===== src/rtl/vram_pkg.sv =====
// Shared types and default geometry for the VRAM line-fetch arbiter.
package vram_pkg;

  typedef enum logic [1:0] {
    IDLE  = 2'd0,
    FETCH = 2'd1,
    YIELD = 2'd2
  } state_t;

  localparam int DEF_DATA_W    = 12;
  localparam int DEF_ADDR_W    = 15;
  localparam int DEF_LINE_LEN  = 160;
  localparam int DEF_NUM_LINES = 120;
  localparam int DEF_BURST_LEN = 16;
  localparam int DEF_LB_AW     = $clog2(DEF_LINE_LEN);
  localparam int LINE_IDX_W    = 7;

endpackage


===== src/rtl/vram_arbiter_if.sv =====
// Line-request, line-buffer, host-write and VRAM buses of the arbiter.
// VRAM_ARB_PERF_EN adds the performance counter outputs.
interface vram_arbiter_if
  import vram_pkg::*;
#(
  parameter int DATA_W = DEF_DATA_W,
  parameter int ADDR_W = DEF_ADDR_W,
  parameter int LB_AW  = DEF_LB_AW
);

  logic                  line_req;
  logic [LINE_IDX_W-1:0] line_idx;
  logic                  line_busy;
  logic                  line_done;

  logic                  lb_we;
  logic [LB_AW-1:0]      lb_addr;
  logic [DATA_W-1:0]     lb_wdata;

  logic                  wr_valid;
  logic [ADDR_W-1:0]     wr_addr;
  logic [DATA_W-1:0]     wr_data;
  logic                  wr_ready;

  logic                  ram_en;
  logic                  ram_we;
  logic [ADDR_W-1:0]     ram_addr;
  logic [DATA_W-1:0]     ram_wdata;
  logic [DATA_W-1:0]     ram_rdata;

  logic                  err_clr;
  logic                  overrun;
  logic                  range_err;
`ifdef VRAM_ARB_PERF_EN
  logic [15:0]           host_stall_cnt;
  logic [7:0]            overrun_cnt;
`endif

  modport master (
    input  line_req, line_idx, wr_valid, wr_addr, wr_data, ram_rdata, err_clr,
    output line_busy, line_done, lb_we, lb_addr, lb_wdata, wr_ready,
    output ram_en, ram_we, ram_addr, ram_wdata, overrun, range_err
`ifdef VRAM_ARB_PERF_EN
    , output host_stall_cnt, overrun_cnt
`endif
  );

  modport slave (
    output line_req, line_idx, wr_valid, wr_addr, wr_data, ram_rdata, err_clr,
    input  line_busy, line_done, lb_we, lb_addr, lb_wdata, wr_ready,
    input  ram_en, ram_we, ram_addr, ram_wdata, overrun, range_err
`ifdef VRAM_ARB_PERF_EN
    , input host_stall_cnt, overrun_cnt
`endif
  );

endinterface


===== src/rtl/vram_arbiter.sv =====
// Single-port VRAM arbiter: line fetches into a line buffer, host writes in idle and at burst yield points.
// Define VRAM_ARB_PERF_EN to add saturating host-stall and overrun counters.
module vram_arbiter
  import vram_pkg::*;
#(
  parameter int DATA_W    = DEF_DATA_W,
  parameter int ADDR_W    = DEF_ADDR_W,
  parameter int LINE_LEN  = DEF_LINE_LEN,
  parameter int NUM_LINES = DEF_NUM_LINES,
  parameter int BURST_LEN = DEF_BURST_LEN
) (
  input  logic           clk,
  input  logic           rst_n,
  vram_arbiter_if.master bus
);

  localparam int LB_AW = $clog2(LINE_LEN);
  localparam int BC_W  = $clog2(BURST_LEN + 1);

  state_t             r_state;
  logic [ADDR_W-1:0]  r_base;
  logic [LB_AW-1:0]   r_off;
  logic [BC_W-1:0]    r_bcnt;
  logic               r_lb_we;
  logic [LB_AW-1:0]   r_lb_addr;
  logic               r_done;
  logic               r_overrun;
  logic               r_range_err;

  logic               w_busy;
  logic               w_idx_ok;
  logic               w_req_ok;
  logic               w_req_bad;
  logic               w_ovr_evt;
  logic               w_last;
  logic               w_burst_end;
  logic               w_wr_ready;
  logic               w_ram_en;
  logic               w_ram_we;
  logic [ADDR_W-1:0]  w_ram_addr;
  logic [DATA_W-1:0]  w_ram_wdata;

  // Busy spans the trailing line-buffer write, so a request on the done cycle is an overrun.
  assign w_busy      = (r_state != IDLE) || r_done;
  assign w_idx_ok    = int'(bus.line_idx) < NUM_LINES;
  assign w_req_ok    = bus.line_req && !w_busy && w_idx_ok;
  assign w_req_bad   = bus.line_req && !w_busy && !w_idx_ok;
  assign w_ovr_evt   = bus.line_req && w_busy;
  assign w_last      = (r_off == LB_AW'(LINE_LEN - 1));
  assign w_burst_end = (r_bcnt == BC_W'(BURST_LEN - 1));

  always_comb begin
    w_wr_ready  = 1'b0;
    w_ram_en    = 1'b0;
    w_ram_we    = 1'b0;
    w_ram_addr  = '0;
    w_ram_wdata = '0;
    if (rst_n) begin
      case (r_state)
        IDLE:    w_wr_ready = !bus.line_req;
        FETCH: begin
          w_ram_en   = 1'b1;
          w_ram_addr = r_base + ADDR_W'(r_off);
        end
        YIELD:   w_wr_ready = 1'b1;
        default: w_wr_ready = 1'b0;
      endcase
      if (w_wr_ready && bus.wr_valid) begin
        w_ram_en    = 1'b1;
        w_ram_we    = 1'b1;
        w_ram_addr  = bus.wr_addr;
        w_ram_wdata = bus.wr_data;
      end
    end
  end

  always_ff @(posedge clk or negedge rst_n) begin
    if (!rst_n) begin
      r_state   <= IDLE;
      r_base    <= '0;
      r_off     <= '0;
      r_bcnt    <= '0;
      r_lb_we   <= 1'b0;
      r_lb_addr <= '0;
      r_done    <= 1'b0;
    end else begin
      // Read data lands one cycle after the command, so the buffer write trails the read.
      r_lb_we   <= (r_state == FETCH);
      r_lb_addr <= r_off;
      r_done    <= (r_state == FETCH) && w_last;
      case (r_state)
        IDLE: begin
          if (w_req_ok) begin
            r_state <= FETCH;
            r_base  <= ADDR_W'(32'(bus.line_idx) * 32'(LINE_LEN));
            r_off   <= '0;
            r_bcnt  <= '0;
          end
        end
        FETCH: begin
          if (w_last) begin
            r_state <= IDLE;
            r_off   <= '0;
            r_bcnt  <= '0;
          end else begin
            r_off <= r_off + LB_AW'(1);
            if (w_burst_end) begin
              r_bcnt <= '0;
              if (bus.wr_valid) r_state <= YIELD;
            end else begin
              r_bcnt <= r_bcnt + BC_W'(1);
            end
          end
        end
        YIELD:   r_state <= FETCH;
        default: r_state <= IDLE;
      endcase
    end
  end

  // A fresh error event takes priority over a clear in the same cycle.
  always_ff @(posedge clk or negedge rst_n) begin
    if (!rst_n) begin
      r_overrun   <= 1'b0;
      r_range_err <= 1'b0;
    end else begin
      if (w_ovr_evt)        r_overrun <= 1'b1;
      else if (bus.err_clr) r_overrun <= 1'b0;
      if (w_req_bad)        r_range_err <= 1'b1;
      else if (bus.err_clr) r_range_err <= 1'b0;
    end
  end

  assign bus.line_busy = w_busy;
  assign bus.line_done = r_done;
  assign bus.lb_we     = r_lb_we;
  assign bus.lb_addr   = r_lb_addr;
  assign bus.lb_wdata  = r_lb_we ? bus.ram_rdata : '0;
  assign bus.wr_ready  = w_wr_ready;
  assign bus.ram_en    = w_ram_en;
  assign bus.ram_we    = w_ram_we;
  assign bus.ram_addr  = w_ram_addr;
  assign bus.ram_wdata = w_ram_wdata;
  assign bus.overrun   = r_overrun;
  assign bus.range_err = r_range_err;

`ifdef VRAM_ARB_PERF_EN
  logic [15:0] r_stall_cnt;
  logic [7:0]  r_ovr_cnt;

  always_ff @(posedge clk or negedge rst_n) begin
    if (!rst_n) begin
      r_stall_cnt <= '0;
      r_ovr_cnt   <= '0;
    end else if (bus.err_clr) begin
      r_stall_cnt <= '0;
      r_ovr_cnt   <= '0;
    end else begin
      if (bus.wr_valid && !w_wr_ready && (r_stall_cnt != '1)) r_stall_cnt <= r_stall_cnt + 16'd1;
      if (w_ovr_evt && (r_ovr_cnt != '1))                     r_ovr_cnt   <= r_ovr_cnt + 8'd1;
    end
  end

  assign bus.host_stall_cnt = r_stall_cnt;
  assign bus.overrun_cnt    = r_ovr_cnt;
`endif

endmodule


===== src/flat_wrapper.sv =====
// flat-port wrapper written by rule: the top's interface ports become plain ports
module vram_arbiter_flat import vram_pkg::*;
#(
  parameter int DATA_W    = DEF_DATA_W,
  parameter int ADDR_W    = DEF_ADDR_W,
  parameter int LINE_LEN  = DEF_LINE_LEN,
  parameter int NUM_LINES = DEF_NUM_LINES,
  parameter int BURST_LEN = DEF_BURST_LEN
)
  (clk, rst_n, bus_line_req, bus_line_idx, bus_wr_valid, bus_wr_addr, bus_wr_data, bus_ram_rdata, bus_err_clr, bus_line_busy, bus_line_done, bus_lb_we, bus_lb_addr, bus_lb_wdata, bus_wr_ready, bus_ram_en, bus_ram_we, bus_ram_addr, bus_ram_wdata, bus_overrun, bus_range_err);
  vram_arbiter_if #(.DATA_W(DATA_W), .ADDR_W(ADDR_W)) bus_i ();
  input  logic clk;
  input  logic rst_n;
  input wire logic [$bits(bus_i.line_req)-1:0] bus_line_req;
  input wire logic [$bits(bus_i.line_idx)-1:0] bus_line_idx;
  input wire logic [$bits(bus_i.wr_valid)-1:0] bus_wr_valid;
  input wire logic [$bits(bus_i.wr_addr)-1:0] bus_wr_addr;
  input wire logic [$bits(bus_i.wr_data)-1:0] bus_wr_data;
  input wire logic [$bits(bus_i.ram_rdata)-1:0] bus_ram_rdata;
  input wire logic [$bits(bus_i.err_clr)-1:0] bus_err_clr;
  output wire logic [$bits(bus_i.line_busy)-1:0] bus_line_busy;
  output wire logic [$bits(bus_i.line_done)-1:0] bus_line_done;
  output wire logic [$bits(bus_i.lb_we)-1:0] bus_lb_we;
  output wire logic [$bits(bus_i.lb_addr)-1:0] bus_lb_addr;
  output wire logic [$bits(bus_i.lb_wdata)-1:0] bus_lb_wdata;
  output wire logic [$bits(bus_i.wr_ready)-1:0] bus_wr_ready;
  output wire logic [$bits(bus_i.ram_en)-1:0] bus_ram_en;
  output wire logic [$bits(bus_i.ram_we)-1:0] bus_ram_we;
  output wire logic [$bits(bus_i.ram_addr)-1:0] bus_ram_addr;
  output wire logic [$bits(bus_i.ram_wdata)-1:0] bus_ram_wdata;
  output wire logic [$bits(bus_i.overrun)-1:0] bus_overrun;
  output wire logic [$bits(bus_i.range_err)-1:0] bus_range_err;
  assign bus_i.line_req = bus_line_req;
  assign bus_i.line_idx = bus_line_idx;
  assign bus_i.wr_valid = bus_wr_valid;
  assign bus_i.wr_addr = bus_wr_addr;
  assign bus_i.wr_data = bus_wr_data;
  assign bus_i.ram_rdata = bus_ram_rdata;
  assign bus_i.err_clr = bus_err_clr;
  assign bus_line_busy = bus_i.line_busy;
  assign bus_line_done = bus_i.line_done;
  assign bus_lb_we = bus_i.lb_we;
  assign bus_lb_addr = bus_i.lb_addr;
  assign bus_lb_wdata = bus_i.lb_wdata;
  assign bus_wr_ready = bus_i.wr_ready;
  assign bus_ram_en = bus_i.ram_en;
  assign bus_ram_we = bus_i.ram_we;
  assign bus_ram_addr = bus_i.ram_addr;
  assign bus_ram_wdata = bus_i.ram_wdata;
  assign bus_overrun = bus_i.overrun;
  assign bus_range_err = bus_i.range_err;
  vram_arbiter #(.DATA_W(DATA_W), .ADDR_W(ADDR_W), .LINE_LEN(LINE_LEN), .NUM_LINES(NUM_LINES), .BURST_LEN(BURST_LEN)) u_core (.clk(clk), .rst_n(rst_n), .bus(bus_i));
endmodule

===== config.mk =====
export PLATFORM = sky130hd
export DESIGN_NAME = vram_arbiter_flat
export DESIGN_NICKNAME = d
export VERILOG_FILES = /design/src/rtl/vram_pkg.sv /design/src/rtl/vram_arbiter_if.sv /design/src/rtl/vram_arbiter.sv /design/src/flat_wrapper.sv
export SDC_FILE = /design/constraint.sdc
export NUM_CORES = 1
export LEC_CHECK = 0
export CAP_MARGIN = 0
export CORE_MARGIN = 2
export CORE_UTILIZATION = 37
export CTS_CLUSTER_DIAMETER = 60
export DETAILED_ROUTE_END_ITERATION = 6
export PLACE_DENSITY = 0.77
export SLEW_MARGIN = 30
export SYNTH_ARGS = -nofsm -noshare
export SYNTH_HDL_FRONTEND = slang
export SYNTH_SLANG_ARGS = --single-unit

===== constraint.sdc =====
create_clock -name clk -period 1.83 [get_ports clk]
set_input_delay 0.366 -clock clk [delete_from_list [all_inputs] [get_ports clk]]
set_output_delay 0.366 -clock clk [all_outputs]
set_load 0.02 [all_outputs]

### Word level (Yosys, flattened, before mapping)

Index checks and enable logic that the tools add are counted.

* register bits after elaboration: 37
* latch bits: 0
* memory bits (writable): 0
* memory bits (read-only): 0
* bits of input ports: 51
* output and inout bits: 55
* word-level logic and storage cells: 68
* memories: 0

* $add $sub $neg: 3
* multipliers: 1
* divide/modulo/power cells: 0
* magnitude comparators: 1
* equal/unequal tests: 7
* shift-type cells: 0
* muxes and demuxes: 29
* bitwise operators: 0
* reductions and logical operators: 18

Operators with widths (count)
* $mux W15: 3
* $mux W12: 3
* $mux W8: 2
* $pmux W8 S2: 1
* $add A15 B8 Y15: 1
* $mux W5: 3
* $mul A7 B3 Y10 const B: 1
* $mux W1: 10
* $pmux W5 S2: 1
* $add A8 B1 Y8 const B: 1
* $eq A8 B8 Y1 const B: 1
* $mux W2: 4
* $reduce_bool A2 Y1: 4
* $lt A7 B7 Y1 const B: 1
* $logic_and A1 B1 Y1: 6
* $pmux W2 S3: 1
* $add A5 B1 Y5 const B: 1
* $eq A5 B4 Y1 const B: 1
* $reduce_and A2 Y1: 2
* $logic_not A1 Y1: 3
* $ne A3 B1 Y1 const B: 1
* $ne A3 B2 Y1 const B: 1
* $reduce_and A3 Y1: 1
* $eq A2 B1 Y1 const B: 1
* other kinds (5): 5

### Logic depth before layout (Yosys ltp)

* depth after elaboration: 7
* depth in mapped cells: 7
* gate-level depth less buffers: 7

### Least setup slack after synthesis

OpenSTA, ideal clock, no wires.

* path kind: flip-flop to output port
* start: register u_core.r_off[5]
* end: output port bus_ram_addr[13]
* arrival: 1.953 ns
* required time: 1.464 ns
* setup slack: -0.489 ns
* cell stages (with the launch flop): 8
* buffers on the path: 0
* cell sequence: dfrtp_1 > ha_1 > inv_1 > fa_1 > nor2b_1 > o2111ai_1 > xor2_1 > o21ai_0

* longest elaborated chain between the ends: 4

RTL lines
* start, declared: RTL line vram_arbiter.sv:22 `logic [LB_AW-1:0] r_off;`
* start signal, assigned: RTL line vram_arbiter.sv:106 `r_off <= r_off + LB_AW'(1);`
* $add A15 B8 Y15: RTL line vram_arbiter.sv:63 `w_ram_addr = r_base + ADDR_W'(r_off);`
* $mux W15: RTL line vram_arbiter.sv:59 `case (r_state)`
* $mux W15: RTL line vram_arbiter.sv:68 `if (w_wr_ready && bus.wr_valid) begin`
* $mux W15: RTL line vram_arbiter.sv:58 `if (rst_n) begin`
* end, declared: RTL line flat_wrapper.sv:29 `output wire logic [$bits(bus_i.ram_addr)-1:0] bus_ram_addr;`

Every way passes these cells.

### Worst setup path in the final report

* start: register u_core.r_base[5]
* end: output port bus_ram_addr[7]

* longest elaborated chain between the ends: 4

RTL lines
* start, declared: RTL line vram_arbiter.sv:21 `logic [ADDR_W-1:0] r_base;`
* start signal, assigned: RTL line vram_arbiter.sv:95 `r_base <= ADDR_W'(32'(bus.line_idx) * 32'(LINE_LEN));`
* $add A15 B8 Y15: RTL line vram_arbiter.sv:63
* $mux W15: RTL line vram_arbiter.sv:59
* $mux W15: RTL line vram_arbiter.sv:68
* $mux W15: RTL line vram_arbiter.sv:58

Every way passes these cells.

==> impl_results.md <==
* WP data required at 1.46 ns
* Non-filler cells, final at 489
* Area grow syn2layout at 96.13%
* Setup WS pre-CTS at -0.7672 ns
* Initial Util at 0.3821
* Grt ovf at 0
* DRC at 0
* IO Pins at 106
* Clock Sinks at 37
* Drt pass-1 iters at 4
* First-pass GRT wire length at 11300 um
* PwrDens at 1218 nW/um2
* Layout cells sized above 1 at 0.4469
* Synth Net Count at 305
* Cell mode on critical path: buf_6
* YS warnings at 0
* Post-synth EDFFs at 0
* P_leak at 2.020 nW
* Crit-path max FO at 2
* Total power at 5.403 mW
* Reg2reg setup slack at 0 ns
* Mux share of post-synthesis cell area at 0.02489
* Outcome: finished with violations
* Fin crit share at 1.303
* Clock-pin transition on the worst setup and hold timing paths at 0.08 ns
* Tmin final at 2.384 ns
* Post-Synth Simple-Gate Area at 0.2212
* Top cells by count, synth: dfrtp_1 (37), nand2_1 (27), and2_1 (25)
* WS Path Type: reg -> out
* Dominant cells by area after synthesis: dfrtp_1 (41%), ha_1 (8.3%), and2_1 (6.9%)
* Drt wl/cell at 15.22 um
* Failing checks: negative setup slack
* CP max stage cell: dfrtp_1
* Clk_skew at 0.005113 ns
* Port bufs at 105
* Max Freq at 0.4194 GHz
* DP Wirelength at 5274 um
* Post-synth top area cell: dfrtp_1
* Final WS setup at -0.5543 ns
* Initial antenna violation count at 0
* Core area at 5921 um2
* Die height at 82.19 um
* Largest net degree at the start of global routing at 27
* Clock Tree Root: clkbuf_8
* 1st-iter DRT viols at 149
* WHS at 0.08721 ns
* Synthesized cell area at 2262 um2
* Synth Area in Compound Gates at 0.1764
* Adder-Cell Fraction of Synth Area at 0.1007
* Most numerous cell in the Yosys netlist: dfrtp_1
* Worst-path cell chain: ha_2 -> inv_2 -> fa_2 -> buf_4 -> buf_6 -> buf_6 -> xor2_2 -> o21ai_2 -> buf_6
* Total GRT Usage at 0.2218
* Row Count at 28
* WL final at 7441 um
* H-tree depth at 2
* Max incr delay on CP at 0.37 ns
* Hold Path Class: in -> async
* Dominant synthesized flop cell: dfrtp_1
* CTS tree: done
* Critical R2R Capture: u_core.r_base[13]
* Clk_lat worst skew at 0.30 ns
* Sequential share of the synthesized area at 0.4093
* Setup Viol. Count Final at 30
* R2R cell count at 7
* FFs w/ async S/R, synth at 1.000
* Fin. max-slew vios at 0
* Flops & latches, synth at 37
* Netlist cell types at 44
* Clk buf depth at 2
* Via count at 2507
* Xor and xnor area share after synthesis at 0.03872
* Syn_area_per_cell at 9.545 um2
* Vias in the first global route at 2432
* Total CTS buffers at 5
* Top-area cell type share of the netlist area at 0.4093
* Main combinational cell family by area after synthesis: simple AND/OR/NAND/NOR gates
* Vias per cell at 5.127
* Number of diodes at 0
* Endpoint class of the critical path: output port
* Worst-margin pin slew at 0.3355 ns
* Slew HR at 0.7740
* Nets at 481
* RSZ-0062 raised after global routing: yes
* MaxCap Viol Count at 0
* Final hold violations at 0
* Startpoint Class: register
* Post-route ant nets at 0
* Die span in x at 82.19 um
* Worst r2r src: u_core.r_state[0]
* Final GP Congestion at 0.7655
* Post-Syn Instances at 237
* CP arrival at 2.02 ns
* Die area at 6755 um2
* Cells after DPL at 464
* Hold_buf cts at 0
* Peak VDD IR at 0.0007659 V
==> state kept, by name (all words and copies together), names as in the netlist <==
| name | cells |
|---|---|
| u_core.r_off | 8 |
| u_core.r_base | 10 |
| u_core.r_state | 2 |
| u_core.bus.lb_addr | 8 |
| u_core.bus.overrun | 1 |
| u_core.bus.range_err | 1 |
| u_core.r_bcnt | 5 |
| u_core.bus.line_done | 1 |
| u_core.bus.lb_we | 1 |
==> critical path, delay by kind of cell (launching register included) <==
kind                     cells  cell delay [ns]
adder cells (fa/ha/maj)      2             0.56
AO/OA/AOI/OAI                1             0.12
XOR/XNOR                     1             0.14
flip-flops                   1             0.37
buffers and inverters        5             0.52
==> logic make-up after synthesis <==
group           Yosys count
mux                       5
xor+xnor                 10
compound gates           64
flops                    37
buf+inv                  16
simple gates             88
fa+ha+maj                17
==> routing by layer <==
| metal | vias to the layer above | routed length [um] | track usage |
|---|---|---|---|
| met4 | 0 | 96 | 0.05333 |
| met1 | 1180 | 2913 | 0.2576 |
| met2 | 123 | 3745 | 0.4105 |
| met5 | - | 0 | 0 |
| li1 | 1196 | - | - |
| met3 | 8 | 686 | 0.05000 |
==> timing repair <==
| item | CTS | global route |
|---|---|---|
| pin swaps | 28 | 17 |
| endpoints found under the setup margin | 50 | 34 |
| setup buffers | 12 | 4 |
| resized for setup | 255 | 27 |
| gates cloned | 1 | 0 |
==> how the worst max path moves through the flow <==
stage,to,cells after the start,startpoint
after global routing,bus_ram_addr[13],8,u_core.r_base[5]
after CTS,bus_ram_addr[13],8,u_core.r_base[5]
final,bus_ram_addr[7],9,u_core.r_base[5]
after global placement,bus_ram_addr[6],7,bus_line_req
after floorplan,bus_ram_addr[13],7,u_core.r_off[5]
after detailed placement,bus_ram_addr[6],7,bus_line_req
==> cell type report <==
class,instances,area (um2)
sequential,37,927.1
clock inverter,3,68.82
fill,385,1484
inverter,8,32.53
timing repair buffer,177,1654
multi-input combinational,184,1592
clock buffer,5,68.82
tap,75,93.84
==> through the flow <==
| stage | TNS, ns | instance area (um2) | util |
|---|---|---|---|
| floorplan | -0.6964 | 2352 | - |
| global placement | -25.86 | 3882 | 0.6557 |
| detailed placement | -27.00 | 3882 | 0.6557 |
| CTS | -5.894 | 4328 | 0.7310 |
| global route | -9.727 | 4437 | 0.7494 |
| finish | -8.265 | 4437 | 0.7494 |
==> power by group <==
group | internal, mW | total (mW) | switching (mW) | leakage [nW]
clock network | 0.549 | 0.870 | 0.321 | 0.0687
registers | 1.12 | 1.36 | 0.240 | 0.466
logic | 1.66 | 3.18 | 1.51 | 1.49
==> cell usage in the layout (no fill, tap or decap), types with 3 or more instances in the layout <==
cell             count
a22o_1               8
mux2_2               5
ha_1                 4
and3_1               4
ha_2                 3
xnor2_1              4
a31oi_1              6
and2_4              13
nand3_1              5
ha_4                 8
buf_4               54
buf_6               46
nand2_2              3
o21ai_0             11
dfrtp_1             36
dlygate4sd2_1       17
o21ai_2              8
xor2_2               3
a21oi_2              3
xor2_1               3
inv_1                6
clkdlybuf4s50_1     52
nor2_1               4
buf_2                5
and2_1              12
nand2b_1             3
nand2_1             25
o21ai_1              3
clkbuf_8             5
a21oi_1             10
(Power assumes the default switching activity.)
